### src/rtl/tiny16_defs.sv
// Shared definitions for the tiny16 output stage: serializer state encoding
// and the stored data width.
package tiny16_defs;

    localparam int DSP_DATA_W = 8;

    typedef enum logic [2:0] {
        DSP_IDLE   = 3'd0,
        DSP_START  = 3'd1,
        DSP_DATA   = 3'd2,
        DSP_PARITY = 3'd3,
        DSP_STOP   = 3'd4
    } dsp_state_t;

endpackage

### src/rtl/dsp_fifo.sv
// Byte queue between the OUT strobe and the serializer. Drops pushes while
// full unless a pop frees the slot on the same edge; overflow is sticky.
module dsp_fifo #(
    parameter int DEPTH = 8,
    parameter int WIDTH = 8
) (
    input  logic                       clk,
    input  logic                       rst,
    input  logic                       push,
    input  logic                       pop,
    input  logic [WIDTH-1:0]           din,
    output logic [WIDTH-1:0]           dout,
    output logic                       full,
    output logic                       empty,
    output logic [$clog2(DEPTH):0]     count,
    output logic                       overflow
);

    localparam int AW    = $clog2(DEPTH);
    localparam int CNT_W = AW + 1;

    logic [WIDTH-1:0] mem [DEPTH];
    logic [AW-1:0]    wr_ptr;
    logic [AW-1:0]    rd_ptr;
    logic             do_push;
    logic             do_pop;

    assign empty   = (count == '0);
    assign full    = (count == CNT_W'(DEPTH));
    assign do_pop  = pop && !empty;
    assign do_push = push && (!full || do_pop);
    assign dout    = mem[rd_ptr];

    // NOTE: sequential state uses non-blocking assignments so every flop
    // samples pre-edge values regardless of statement order.
    always_ff @(posedge clk or negedge rst) begin
        if (!rst) begin
            wr_ptr   <= '0;
            rd_ptr   <= '0;
            count    <= '0;
            overflow <= 1'b0;
        end else begin
            if (do_push) wr_ptr <= wr_ptr + AW'(1);
            if (do_pop)  rd_ptr <= rd_ptr + AW'(1);
            case ({do_push, do_pop})
                2'b10:   count <= count + CNT_W'(1);
                2'b01:   count <= count - CNT_W'(1);
                default: count <= count;
            endcase
            if (push && !do_push) overflow <= 1'b1;
        end
    end

    // NOTE: storage is deliberately not reset; an entry is only read while
    // count marks it valid, so reset only has to clear pointers and count.
    always_ff @(posedge clk) begin
        if (do_push) mem[wr_ptr] <= din;
    end

endmodule

### src/rtl/dsp_uart.sv
// OUT-instruction serial output: queues bus low bytes and sends 8N1 frames,
// or 8E1 frames when DSP_UART_PARITY_EN is defined.
module dsp_uart
    import tiny16_defs::*;
#(
    parameter int CLK_DIV    = 16,
    parameter int FIFO_DEPTH = 8
) (
    input  logic        clk,
    input  logic        rst,
    input  logic        dsp_in_en,
    input  logic [15:0] in,
    output logic        tx,
    output logic        full,
    output logic        idle,
    output logic        overflow
);

    localparam int BAUD_W = $clog2(CLK_DIV);
    localparam int CNT_W  = $clog2(FIFO_DEPTH) + 1;

    dsp_state_t            state;
    dsp_state_t            next_state;
    logic [BAUD_W-1:0]     baud;
    logic [BAUD_W-1:0]     baud_next;
    logic [2:0]            bit_cnt;
    logic [2:0]            bit_next;
    logic [DSP_DATA_W-1:0] shift;
    logic [DSP_DATA_W-1:0] shift_next;
    logic                  tx_next;
    logic                  pop;
    logic                  tc;
    logic                  empty;
    logic [DSP_DATA_W-1:0] head;
    logic [CNT_W-1:0]      count;
    logic                  unused_hi;
`ifdef DSP_UART_PARITY_EN
    logic                  par;
`endif

    assign unused_hi = ^in[15:8];

    dsp_fifo #(
        .DEPTH (FIFO_DEPTH),
        .WIDTH (DSP_DATA_W)
    ) u_fifo (
        .clk      (clk),
        .rst      (rst),
        .push     (dsp_in_en),
        .pop      (pop),
        .din      (in[DSP_DATA_W-1:0]),
        .dout     (head),
        .full     (full),
        .empty    (empty),
        .count    (count),
        .overflow (overflow)
    );

    assign tc   = (baud == BAUD_W'(CLK_DIV - 1));
    assign idle = (count == '0) && (state == DSP_IDLE);

    always_ff @(posedge clk or negedge rst) begin
        if (!rst) state <= DSP_IDLE;
        else      state <= next_state;
    end

    always_comb begin
        next_state = state;
        case (state)
            DSP_IDLE:  if (!empty) next_state = DSP_START;
            DSP_START: if (tc) next_state = DSP_DATA;
`ifdef DSP_UART_PARITY_EN
            DSP_DATA:   if (tc && bit_cnt == 3'd7) next_state = DSP_PARITY;
            DSP_PARITY: if (tc) next_state = DSP_STOP;
`else
            DSP_DATA:  if (tc && bit_cnt == 3'd7) next_state = DSP_STOP;
`endif
            DSP_STOP:  if (tc) next_state = empty ? DSP_IDLE : DSP_START;
            default:   next_state = DSP_IDLE;
        endcase
    end

    // tx is computed from the next state so the registered line changes on
    // the same edge as the state it belongs to.
    always_comb begin
        // NOTE: every combinational output gets a default first so no path
        // leaves it unassigned and infers a latch.
        pop        = 1'b0;
        shift_next = shift;
        bit_next   = bit_cnt;
        baud_next  = (state == DSP_IDLE || tc) ? '0 : baud + BAUD_W'(1);
        case (state)
            DSP_IDLE: if (!empty) pop = 1'b1;
            DSP_DATA: if (tc) begin
                shift_next = shift >> 1;
                bit_next   = bit_cnt + 3'd1;
            end
            DSP_STOP: if (tc && !empty) pop = 1'b1;
            default: ;
        endcase
        if (pop) begin
            shift_next = head;
            bit_next   = 3'd0;
            baud_next  = '0;
        end
        case (next_state)
            DSP_START:  tx_next = 1'b0;
            DSP_DATA:   tx_next = shift_next[0];
`ifdef DSP_UART_PARITY_EN
            DSP_PARITY: tx_next = par;
`endif
            default:    tx_next = 1'b1;
        endcase
    end

    always_ff @(posedge clk or negedge rst) begin
        if (!rst) begin
            baud    <= '0;
            bit_cnt <= '0;
            shift   <= '0;
            tx      <= 1'b1;
        end else begin
            baud    <= baud_next;
            bit_cnt <= bit_next;
            shift   <= shift_next;
            tx      <= tx_next;
        end
    end

`ifdef DSP_UART_PARITY_EN
    always_ff @(posedge clk or negedge rst) begin
        if (!rst)     par <= 1'b0;
        else if (pop) par <= ^head;
    end
`endif

endmodule

### config.mk
export PLATFORM = sky130hd
export DESIGN_NAME = dsp_uart
export DESIGN_NICKNAME = d
export VERILOG_FILES = /design/src/rtl/tiny16_defs.sv /design/src/rtl/dsp_fifo.sv /design/src/rtl/dsp_uart.sv
export SDC_FILE = /design/constraint.sdc
export NUM_CORES = 1
export LEC_CHECK = 0
export CAP_MARGIN = 40
export CORE_MARGIN = 2
export CORE_UTILIZATION = 55
export CTS_BUF_LIST = sky130_fd_sc_hd__clkbuf_2 sky130_fd_sc_hd__clkbuf_4 sky130_fd_sc_hd__clkbuf_8
export DETAILED_ROUTE_END_ITERATION = 6
export GPL_TIMING_DRIVEN = 1
export PLACE_DENSITY = 0.74
export SYNTH_ARGS = -nofsm -noshare
export SYNTH_HDL_FRONTEND = slang
export SYNTH_HIERARCHICAL = 1
export SYNTH_SLANG_ARGS = --single-unit
### constraint.sdc
create_clock -name clk -period 5.7 [get_ports clk]
set_input_delay 1.425 -clock clk [delete_from_list [all_inputs] [get_ports clk]]
set_output_delay 1.425 -clock clk [all_outputs]
set_load 0.1 [all_outputs]
==> impl_metrics.yaml, run 1 <==
synthesis:
  ys_types: 43
  yosysWarnings: 6
  syn_inst: 246
  synth_area_sq_um: 4090
  synth_edf_count: 64
  synthTopCellsByArea: "edfxtp_1 47%, dfrtp_1 18%, mux4_1 10%"
  ys_seq_elements: 94
  yosysMostFrequentCell: "edfxtp_1"
  yosysTopAreaCell: "edfxtp_1"
  syn_area_per_cell_sq_um: 16.6
  ys_seq_area_share_pct: 65.3
  synthFlopType: "edfxtp_1"
  synth.top_cells.by_count: "64 x edfxtp_1, 29 x dfrtp_1, 19 x nor2_1"
  synth_top_area_share_pct: 47.0
  synth_fp_nets: 273
  ys_async_sr_fraction_pct: 31.9
global_route:
  antenna_found_initial: 0
  grt_max_degree: 31
  grt_pass1_vias: 2144
  grt_pass1_wl_microns: 10800
  grt.overflow.total: 0
  grtUsageTotal_pct: 17.5
floorplan:
  ios: 23
  start_util_pct: 56.7
  die_x_microns: 90.3
  die_area_sq_um: 8150
  core_sq_um: 7210
  row_count: 31
  die_y_microns: 90.3
run_status:
  status: "finished, final reports clean"
drt:
  vias: 2090
  drt_wl_total_microns: 6530
  ant_nets: 0
  vias_per_cell: 5.50
  wl_per_cell_microns: 17.2
  initialDrtViolationCount: 70
  drc: 0
  dr.pass1.iters: 4
sta:
  tightestPinTransition_ns: 0.893
  setup_viol: 0
  rsz0062_at_grt: "no"
  min_period_ns: 3.69
  clock.fmax_ghz: 0.271
  finalCritPeriodShare_pct: 64.7
  skew_ns: 0.0128
  whs_ns: 0.469
  relSlewSlack_pct: 40.1
  setup_ws_ns: 2.01
  finalHoldViolations: 0
  drv_slew: 0
  timing.setup.tns_ns: 0
worst_setup_path:
  worst-path-max-fanout: 9
  critPathKind: "reg -> out"
  crit_path_end_kind: "primary output"
  worst_path_largest_cell_delay_ns: 0.55
  crit_chain: "or3_1, nor2_1, clkdlybuf4s50_1, buf_8"
  worstSetupStartpointType: "flop"
  crit_slowest_cell: "or3_1"
  crit_required_ns: 4.28
  arrival_ns: 2.26
final_layout:
  fin_nets: 303
  area_growth_pct: 13.4
  antenna_cells: 0
  seq_area_sq_um: 2670
  drive_gt1_share_pct: 18.9
  fill_cells: 522
  multi_input_area_sq_um: 1310
clocking:
  cts_resized: 0
  cts_sinks: 94
  cts_tree: "yes"
  cts_root_buf: "clkbuf_8"
  h-tree-depth: 3
  ctsLongestPathBuffers: 2
  cts_buffers: 9
  clk_latency_ns: 0.36
  clk_pin_slew_worst_paths_ns: 0.09
  postCtsHoldBufs: 0
  cts_setup_buffers: 0
placed_design:
  hpwl_microns: 4520
  port_buffers: 14
  dp_worst_setup_slack_ns: 1.96
  finalWeightedCongestion: 0.709
job:
  cap_violations: 0
power:
  p_sw_share_pct: 28.1
  sequentialPowerShare_pct: 53.9
  pwr_density_cell_nw_per_um2: 350
  power.leakage_nw: 1.78
  ir_drop_mv: 0.227
  p_clk_share_pct: 27.3
  intPower_mw: 1.17
  power_frac_comb_pct: 18.8
  switchingPower_mw: 0.457
min_path:
  min_path_type: "reg -> reg"
[cell type report]
type / instances / area share, %
clock buffers: 9 / 2.67
clock inverters: 7 / 1.70
inverters: 7 / 0.566
multi-input cells: 135 / 28.3
flip-flops and latches: 94 / 57.6
well taps: 99 / 2.67
repair buffers: 29 / 6.52
[stage by stage]
step	cell area (sq um)	std cells	power (mW)	util, %
5_1_grt	4640	380	1.70	64.3
6_report	4640	380	1.62	64.3
4_1_cts	4640	380	1.64	64.3
3_5_place_dp	4440	364	1.20	61.5
3_3_place_gp	4310	353	1.16	59.7
2_1_floorplan	4090	246	1.09	-
[registers in the layout, summed over array words and instances (netlist names)]
name,cells
u_fifo/mem,64
u_fifo/wr_ptr,3
u_fifo/overflow,1
baud,4
bit_cnt,3
shift,8
u_fifo/rd_ptr,3
tx,1
state,3
u_fifo/count,4
[worst paths after layout]
check                                       startpoint                           to  slack [ns]  cells after the start
max                        u_fifo/count[1]$_DFFE_PN0P_                         full        2.01                      4
min                                  baud[0]$_DFF_PN0_            baud[0]$_DFF_PN0_        0.47                      1
max reg2reg                u_fifo/count[0]$_DFFE_PN0P_  u_fifo/count[3]$_DFFE_PN0P_        2.33                     11
min reg2reg                          baud[0]$_DFF_PN0_            baud[0]$_DFF_PN0_        0.47                      1
max in group asynchronous                          rst                 tx$_DFF_PN1_        3.94                      2
min in group asynchronous                          rst         shift[2]$_DFFE_PN0P_        1.44                      2
[power groups by stage]
stage / registers [mW] / logic [mW] / clock network [mW]
2_1_floorplan: 0.892 / 0.195 / 0
3_3_place_gp: 0.885 / 0.274 / 0
3_5_place_dp: 0.890 / 0.307 / 0
4_1_cts: 0.875 / 0.308 / 0.456
5_1_grt: 0.885 / 0.333 / 0.484
6_report: 0.876 / 0.305 / 0.443
[placed cells by master, fill, tap and decap left out, types with 2 or more instances in the layout]
| cell | instances |
|---|---|
| a21o_1 | 6 |
| a21oi_1 | 3 |
| a22o_1 | 6 |
| and3_1 | 3 |
| buf_4 | 10 |
| buf_8 | 4 |
| clkbuf_8 | 9 |
| clkdlybuf4s50_1 | 14 |
| clkinvlp_4 | 2 |
| dfrtp_1 | 29 |
| edfxtp_1 | 64 |
| ha_1 | 7 |
| inv_1 | 7 |
| inv_6 | 2 |
| mux2_2 | 11 |
| mux2i_1 | 4 |
| mux4_1 | 16 |
| nand2_1 | 16 |
| nand2b_1 | 6 |
| nand3_1 | 3 |
| nor2_1 | 19 |
| nor3_1 | 2 |
| o21a_1 | 2 |
| o21ai_0 | 3 |
| or2_2 | 2 |
| or3_1 | 2 |
| xnor2_1 | 5 |
| xor2_1 | 4 |
[cells by family (layout without fill, tap and decap cells)]
logic type / Yosys count / in the layout / share of synthesized area [%]
AOI/OAI and AO/OA: 28 / 28 / 6.08
xor gates and xnor gates: 9 / 9 / 1.93
buffers and inverters: 17 / 52 / 2.60
adders and majority gates: 8 / 8 / 2.63
and+or+nand+nor: 58 / 58 / 6.79
DFF: 94 / 94 / 65.3
muxes: 32 / 32 / 14.6
[critical path: cells and delay by family (launching register included)]
kind / cells / cell delay [ns]
buffers and inverters: 2 / 0.74
DFF: 1 / 0.42
and+or+nand+nor: 2 / 0.74
[metal layers]
metal  up-vias  track usage [%]  part of all wire, %
met5         -                0                    0
met4         0             5.51                  1.1
met3         7             4.09                  2.6
met2        24             29.9                   53
met1      1056             22.3                   43
li1       1003                -                    -
(Power assumes the default switching activity.)
==> run 2: changes to the inputs <==
--- a/config.mk
+++ b/config.mk
@@ -11,7 +11,7 @@
 export CTS_BUF_LIST = sky130_fd_sc_hd__clkbuf_2 sky130_fd_sc_hd__clkbuf_4 sky130_fd_sc_hd__clkbuf_8
 export DETAILED_ROUTE_END_ITERATION = 6
 export GPL_TIMING_DRIVEN = 1
-export PLACE_DENSITY = 0.74
+export PLACE_DENSITY = 0.77
 export SYNTH_ARGS = -nofsm -noshare
 export SYNTH_HDL_FRONTEND = slang
 export SYNTH_HIERARCHICAL = 1
==> constraint.sdc (replaced) <==
create_clock -name clk -period 3.3 [get_ports clk]
set_input_delay 0.825 -clock clk [delete_from_list [all_inputs] [get_ports clk]]
set_output_delay 0.825 -clock clk [all_outputs]
set_load 0.1 [all_outputs]
==> run 2 against run 1 <==
Sequential share of layout area is 0.91 points higher. Via count increased by 1.7%. Sequential power is 72% higher. Critical path type is now reg -> reg. Die area unchanged. Clock-buffer cell count stayed put. Critical endpoint is now u_fifo/count[3]$_DFFE_PN0P_. Highest routed layer unchanged.
==> impl_metrics.yaml, run 2 (same netlist as run 1, synthesis figures left out) <==
run_status:
  status: "finished, final reports clean"
clocking:
  cts_root_buf: "clkbuf_8"
  cts_buffers: 9
  cts_setup_buffers: 0
  clk_pin_slew_worst_paths_ns: 0.09
  h-tree-depth: 3
  cts_sinks: 94
  ctsLongestPathBuffers: 2
  clk_latency_ns: 0.36
  cts_resized: 0
  postCtsHoldBufs: 0
  cts_tree: "yes"
sta:
  min_period_ns: 2.91
  rsz0062_at_grt: "no"
  tightestPinTransition_ns: 0.800
  finalHoldViolations: 0
  setup_viol: 0
  skew_ns: 0.00746
  timing.setup.tns_ns: 0
  drv_slew: 0
  relSlewSlack_pct: 46.7
  finalCritPeriodShare_pct: 88.3
  clock.fmax_ghz: 0.343
worst_setup_path:
  critPathKind: "reg -> reg"
  timing.rr.start: "baud[0]$_DFF_PN0_"
  arrival_ns: 3.22
  worstSetupStartpointType: "flop"
  worst-path-max-fanout: 5
  cp-startpoint: "baud[0]$_DFF_PN0_"
  crit_required_ns: 3.60
  crit_path_end_kind: "flop"
floorplan:
  row_count: 31
  die_x_microns: 90.3
  die_y_microns: 90.3
  core_sq_um: 7210
  start_util_pct: 56.7
  ios: 23
  die_area_sq_um: 8150
placed_design:
  port_buffers: 14
  place_area_sq_um: 4390
  hpwl_microns: 4290
  dp.cells: 365
  finalWeightedCongestion: 0.715
min_path:
  holdCritStartpoint: "u_fifo/overflow$_DFFE_PN0P_"
  min_path_type: "reg -> reg"
power:
  ir_drop_mv: 0.372
  total_power_mw: 2.73
  switchingPower_mw: 0.796
  power.leakage_nw: 1.77
  p_clk_share_pct: 25.5
  intPower_mw: 1.93
  sequentialPowerShare_pct: 55.5
  p_sw_share_pct: 29.2
  pwr_density_cell_nw_per_um2: 597
  power_frac_comb_pct: 19.0
final_layout:
  reg_top3: "u_fifo/mem: 64 flops, shift: 8 flops"
  top_register: "u_fifo/mem"
  fin_cells: 381
  fin_nets: 304
  final_common_cell: "edfxtp_1"
  largest_reg_flops: 64
  postLayoutCoreUtil_pct: 63.3
  antenna_cells: 0
  drive_gt1_share_pct: 20.6
  final_cell_mix: "64 x edfxtp_1, 29 x dfrtp_1, 20 x buf_4"
  fin_area_sq_um: 4570
  area_growth_pct: 11.6
drt:
  vias: 2126
  drt_wl_total_microns: 6680
  wl_per_cell_microns: 17.5
  dr.pass1.iters: 4
  initialDrtViolationCount: 106
  drc: 0
  ant_nets: 0
  vias_per_cell: 5.58
job:
  cap_violations: 0
global_route:
  grt.overflow.total: 0
  antenna_found_initial: 0
  grt_pass1_wl_microns: 10600
  grtUsageTotal_pct: 17.3
  grt_max_degree: 31
  grt_pass1_vias: 2139
## run 2: changes by cell type in the layout (fill, tap and decap cells not counted), sizes merged
cell | before | now
clkinvlp | 2 | 1
bufinv | 1 | 0
clkdlybuf4s50 | 14 | 10
clkinv | 1 | 4
inv | 10 | 9
buf | 15 | 20
## run 2: path summary, 6_finish.rpt
path                       cells past startpoint                          end  slack, ns
hold / removal                                 1  u_fifo/overflow$_DFFE_PN0P_       0.48
max in group asynchronous                      2                 tx$_DFF_PN1_       2.14
setup / recovery                              11  u_fifo/count[3]$_DFFE_PN0P_       0.39
hold reg to reg                                1  u_fifo/overflow$_DFFE_PN0P_       0.48
min in group asynchronous                      2           shift[0]$_DFF_PN0_       0.85
setup reg to reg                              11  u_fifo/count[3]$_DFFE_PN0P_       0.39
## run 2: power by group through the flow
stage	Sequential (mW)	Combinational (mW)	Clock, mW
6_report	1.51	0.519	0.696
5_1_grt	1.53	0.564	0.751
4_1_cts	1.51	0.524	0.708
3_5_place_dp	1.54	0.522	0
3_3_place_gp	1.53	0.505	0
2_1_floorplan	1.54	0.337	0
## run 2: per-stage QoR
stage / hold WS (ns) / worst slack, ns
2_1_floorplan: 0.430 / 0.284
3_3_place_gp: 0.451 / 0.453
3_5_place_dp: 0.460 / 0.385
4_1_cts: 0.482 / 0.362
5_1_grt: 0.494 / 0.207
6_report: 0.477 / 0.385
## run 2: layer usage
layer	GRT usage, %	vias to the layer above	wire (microns)
li1	-	1009	-
met1	22.8	1064	3040
met2	28.6	40	3330
met3	3.34	13	197
met4	6.92	0	113
met5	0	-	0
## run 2: critical path, stage by stage, from the launching register on
cell	delay, ns
dfrtp_1	0.40
ha_1	0.22
nand3_2	0.16
a2111oi_4	0.41
o21ai_2	0.15
or2_2	0.32
inv_1	0.09
ha_1	0.23
a211o_1	0.33
a21oi_1	0.15
mux2_2	0.34
nand3_1	0.06
## run 2: final cells by class
| type | instances | area [sq um] |
|---|---|---|
| clock inverters | 7 | 58.8 |
| fillers | 538 | 2650 |
| inverters | 7 | 26.3 |
| multi-input cells | 135 | 1310 |
| clock buffers | 9 | 124 |
| repair buffers | 30 | 250 |
| well taps | 99 | 124 |
| flip-flops and latches | 94 | 2670 |
==> run 3: changes to the inputs <==
--- a/config.mk
+++ b/config.mk
@@ -5,6 +5,7 @@
 export SDC_FILE = /design/constraint.sdc
 export NUM_CORES = 1
 export LEC_CHECK = 0
+export ABC_AREA = 1
 export CAP_MARGIN = 40
 export CORE_MARGIN = 2
 export CORE_UTILIZATION = 55
==> run 3 against run 2 <==
Cell area is 2.8% higher. Cell count is 32% higher. Worst setup slack better by 0.45 ns. Register-to-register slack better by 0.52 ns. Global-route usage is 2.3 points higher. Clock skew is 0.0057 ns higher. Critical path depth is 5 lower. Combinational power is 4.4% lower. Sequential power hardly changed. Synthesized cell count is 51% higher. Worst hold slack better by 0.0028 ns. Sequential share of layout area is 1.6 points lower. Largest power group unchanged.
==> impl_metrics.yaml, run 3 <==
sta:
  rsz0062_at_grt: "no"
  clock.fmax_ghz: 0.405
  timing.setup.tns_ns: 0
  finalHoldViolations: 0
  tightestPinTransition_ns: 0.740
  min_period_ns: 2.47
  relSlewSlack_pct: 50.5
  drv_slew: 0
  skew_ns: 0.0132
  setup_viol: 0
  finalCritPeriodShare_pct: 74.8
placed_design:
  dp.cells: 487
  hpwl_microns: 5010
  finalWeightedCongestion: 0.787
  port_buffers: 14
clocking:
  h-tree-depth: 3
  clk_pin_slew_worst_paths_ns: 0.09
  cts_resized: 0
  cts_buffers: 9
  cts_tree: "yes"
  cts_sinks: 94
  cts_root_buf: "clkbuf_8"
  ctsLongestPathBuffers: 2
  cts_setup_buffers: 0
  postCtsHoldBufs: 0
  clk_latency_ns: 0.37
synthesis:
  yosysWarnings: 6
  syn_area_per_cell_sq_um: 11.3
  ys_seq_elements: 94
  ys_seq_area_share_pct: 64.0
  ys_async_sr_fraction_pct: 31.9
  ys_types: 36
  synth_fp_nets: 398
  syn_inst: 371
  synthTopCellsByArea: "edfxtp_1 46%, dfrtp_1 17%, nand2_1 5.8%"
  synth_top_area_share_pct: 46.0
  synth.top_cells.by_count: "64 x edfxtp_1, 64 x nand2_1, 52 x nor2_1"
  synthFlopType: "edfxtp_1"
  synth_area_sq_um: 4180
  yosysTopAreaCell: "edfxtp_1"
  synth_edf_count: 64
final_layout:
  area_growth_pct: 12.6
  largest_reg_flops: 64
  antenna_cells: 0
  top_register: "u_fifo/mem"
  drive_gt1_share_pct: 17.3
  fin_nets: 426
  postLayoutCoreUtil_pct: 64.4
  reg_top3: "u_fifo/mem: 64 flops, shift: 8 flops"
  final_cell_mix: "64 x nand2_1, 64 x edfxtp_1, 52 x nor2_1"
  fin_cells: 503
worst_setup_path:
  worst-path-max-fanout: 4
  critPathKind: "reg -> out"
  crit_required_ns: 2.47
  crit_path_end_kind: "primary output"
  r2r_setup_slack_ns: 0.91
  worstSetupStartpointType: "flop"
  arrival_ns: 1.64
power:
  pwr_density_cell_nw_per_um2: 598
  power.leakage_nw: 1.94
  ir_drop_mv: 0.402
global_route:
  grt_pass1_vias: 2563
  grtUsageTotal_pct: 19.6
  grt_pass1_wl_microns: 12400
  antenna_found_initial: 0
  grt.overflow.total: 0
  grt_max_degree: 33
job:
  cap_violations: 0
drt:
  dr.pass1.iters: 4
  drc: 0
  vias: 2665
  vias_per_cell: 5.30
  initialDrtViolationCount: 143
  drt_wl_total_microns: 7470
  wl_per_cell_microns: 14.9
  ant_nets: 0
run_status:
  status: "finished, final reports clean"
floorplan:
  die_x_microns: 91.1
  die_area_sq_um: 8300
  die_y_microns: 91.1
  row_count: 31
  ios: 23
  core_sq_um: 7290
  start_util_pct: 57.3
min_path:
  min_path_type: "reg -> reg"
==> run 3: final timing paths <==
check,from,to,depth (start not counted)
worst max-delay path,state[0]$_DFF_PN0_,idle,6
worst min-delay path,baud[0]$_DFF_PN0_,baud[0]$_DFF_PN0_,1
worst max register to register,baud[0]$_DFF_PN0_,u_fifo/count[3]$_DFFE_PN0P_,14
worst min register to register,baud[0]$_DFF_PN0_,baud[0]$_DFF_PN0_,1
max in group asynchronous,rst,tx$_DFF_PN1_,2
min in group asynchronous,rst,shift[5]$_DFFE_PN0P_,1
==> run 3: routing by layer <==
metal	GRT usage, %	wire [microns]	vias to the layer above
met5	0	0	-
met4	8.46	75	0
met3	3.98	321	6
met2	31.4	3650	47
met1	26.1	3430	1295
li1	-	-	1317
==> run 3: final cells by class <==
type                            instances  area, sq um
Clock buffer                            9          124
Clock inverter                          7         85.1
Fill cell                             599         2590
Inverter                               29          121
Multi-Input combinational cell        239         1330
Sequential cell                        94         2670
Tap cell                               99          124
Timing Repair Buffer                   26          240
==> run 3: critical path: stages, from the launching register on <==
cell     delay, ns
dfrtp_1       0.42
inv_1         0.09
nand2_1       0.08
nor2_1        0.19
nand2_1       0.10
nor3_2        0.11
buf_4         0.31
==> run 3: metrics by stage <==
stage / instance area (sq um) / hold WS (ns) / setup WS (ns) / power [mW]
detailed placement: 4490 / 0.465 / 0.519 / 2.03
global route: 4700 / 0.510 / 0.649 / 2.95
floorplan: 4180 / 0.431 / 0.590 / 1.85
global placement: 4460 / 0.448 / 0.587 / 2.01
finish: 4700 / 0.480 / 0.832 / 2.81
CTS: 4700 / 0.488 / 0.794 / 2.83
==> run 3: kinds of logic after synthesis <==
kind of cell / after synthesis / synth area share (%)
adders and majority gates: 8 / 2.58
AOI/OAI and AO/OA: 52 / 6.86
DFF: 94 / 64.0
and+or+nand+nor: 164 / 18.9
buffers and inverters: 38 / 4.20
muxes: 9 / 2.19
xor gates and xnor gates: 6 / 1.26
==> run 3: report_power, final <==
group          internal, mW  switching [mW]  leakage [nW]
clock network         0.369           0.433         0.108
logic                 0.160           0.336         0.889
registers              1.43          0.0801         0.946
total                  1.96           0.850          1.94
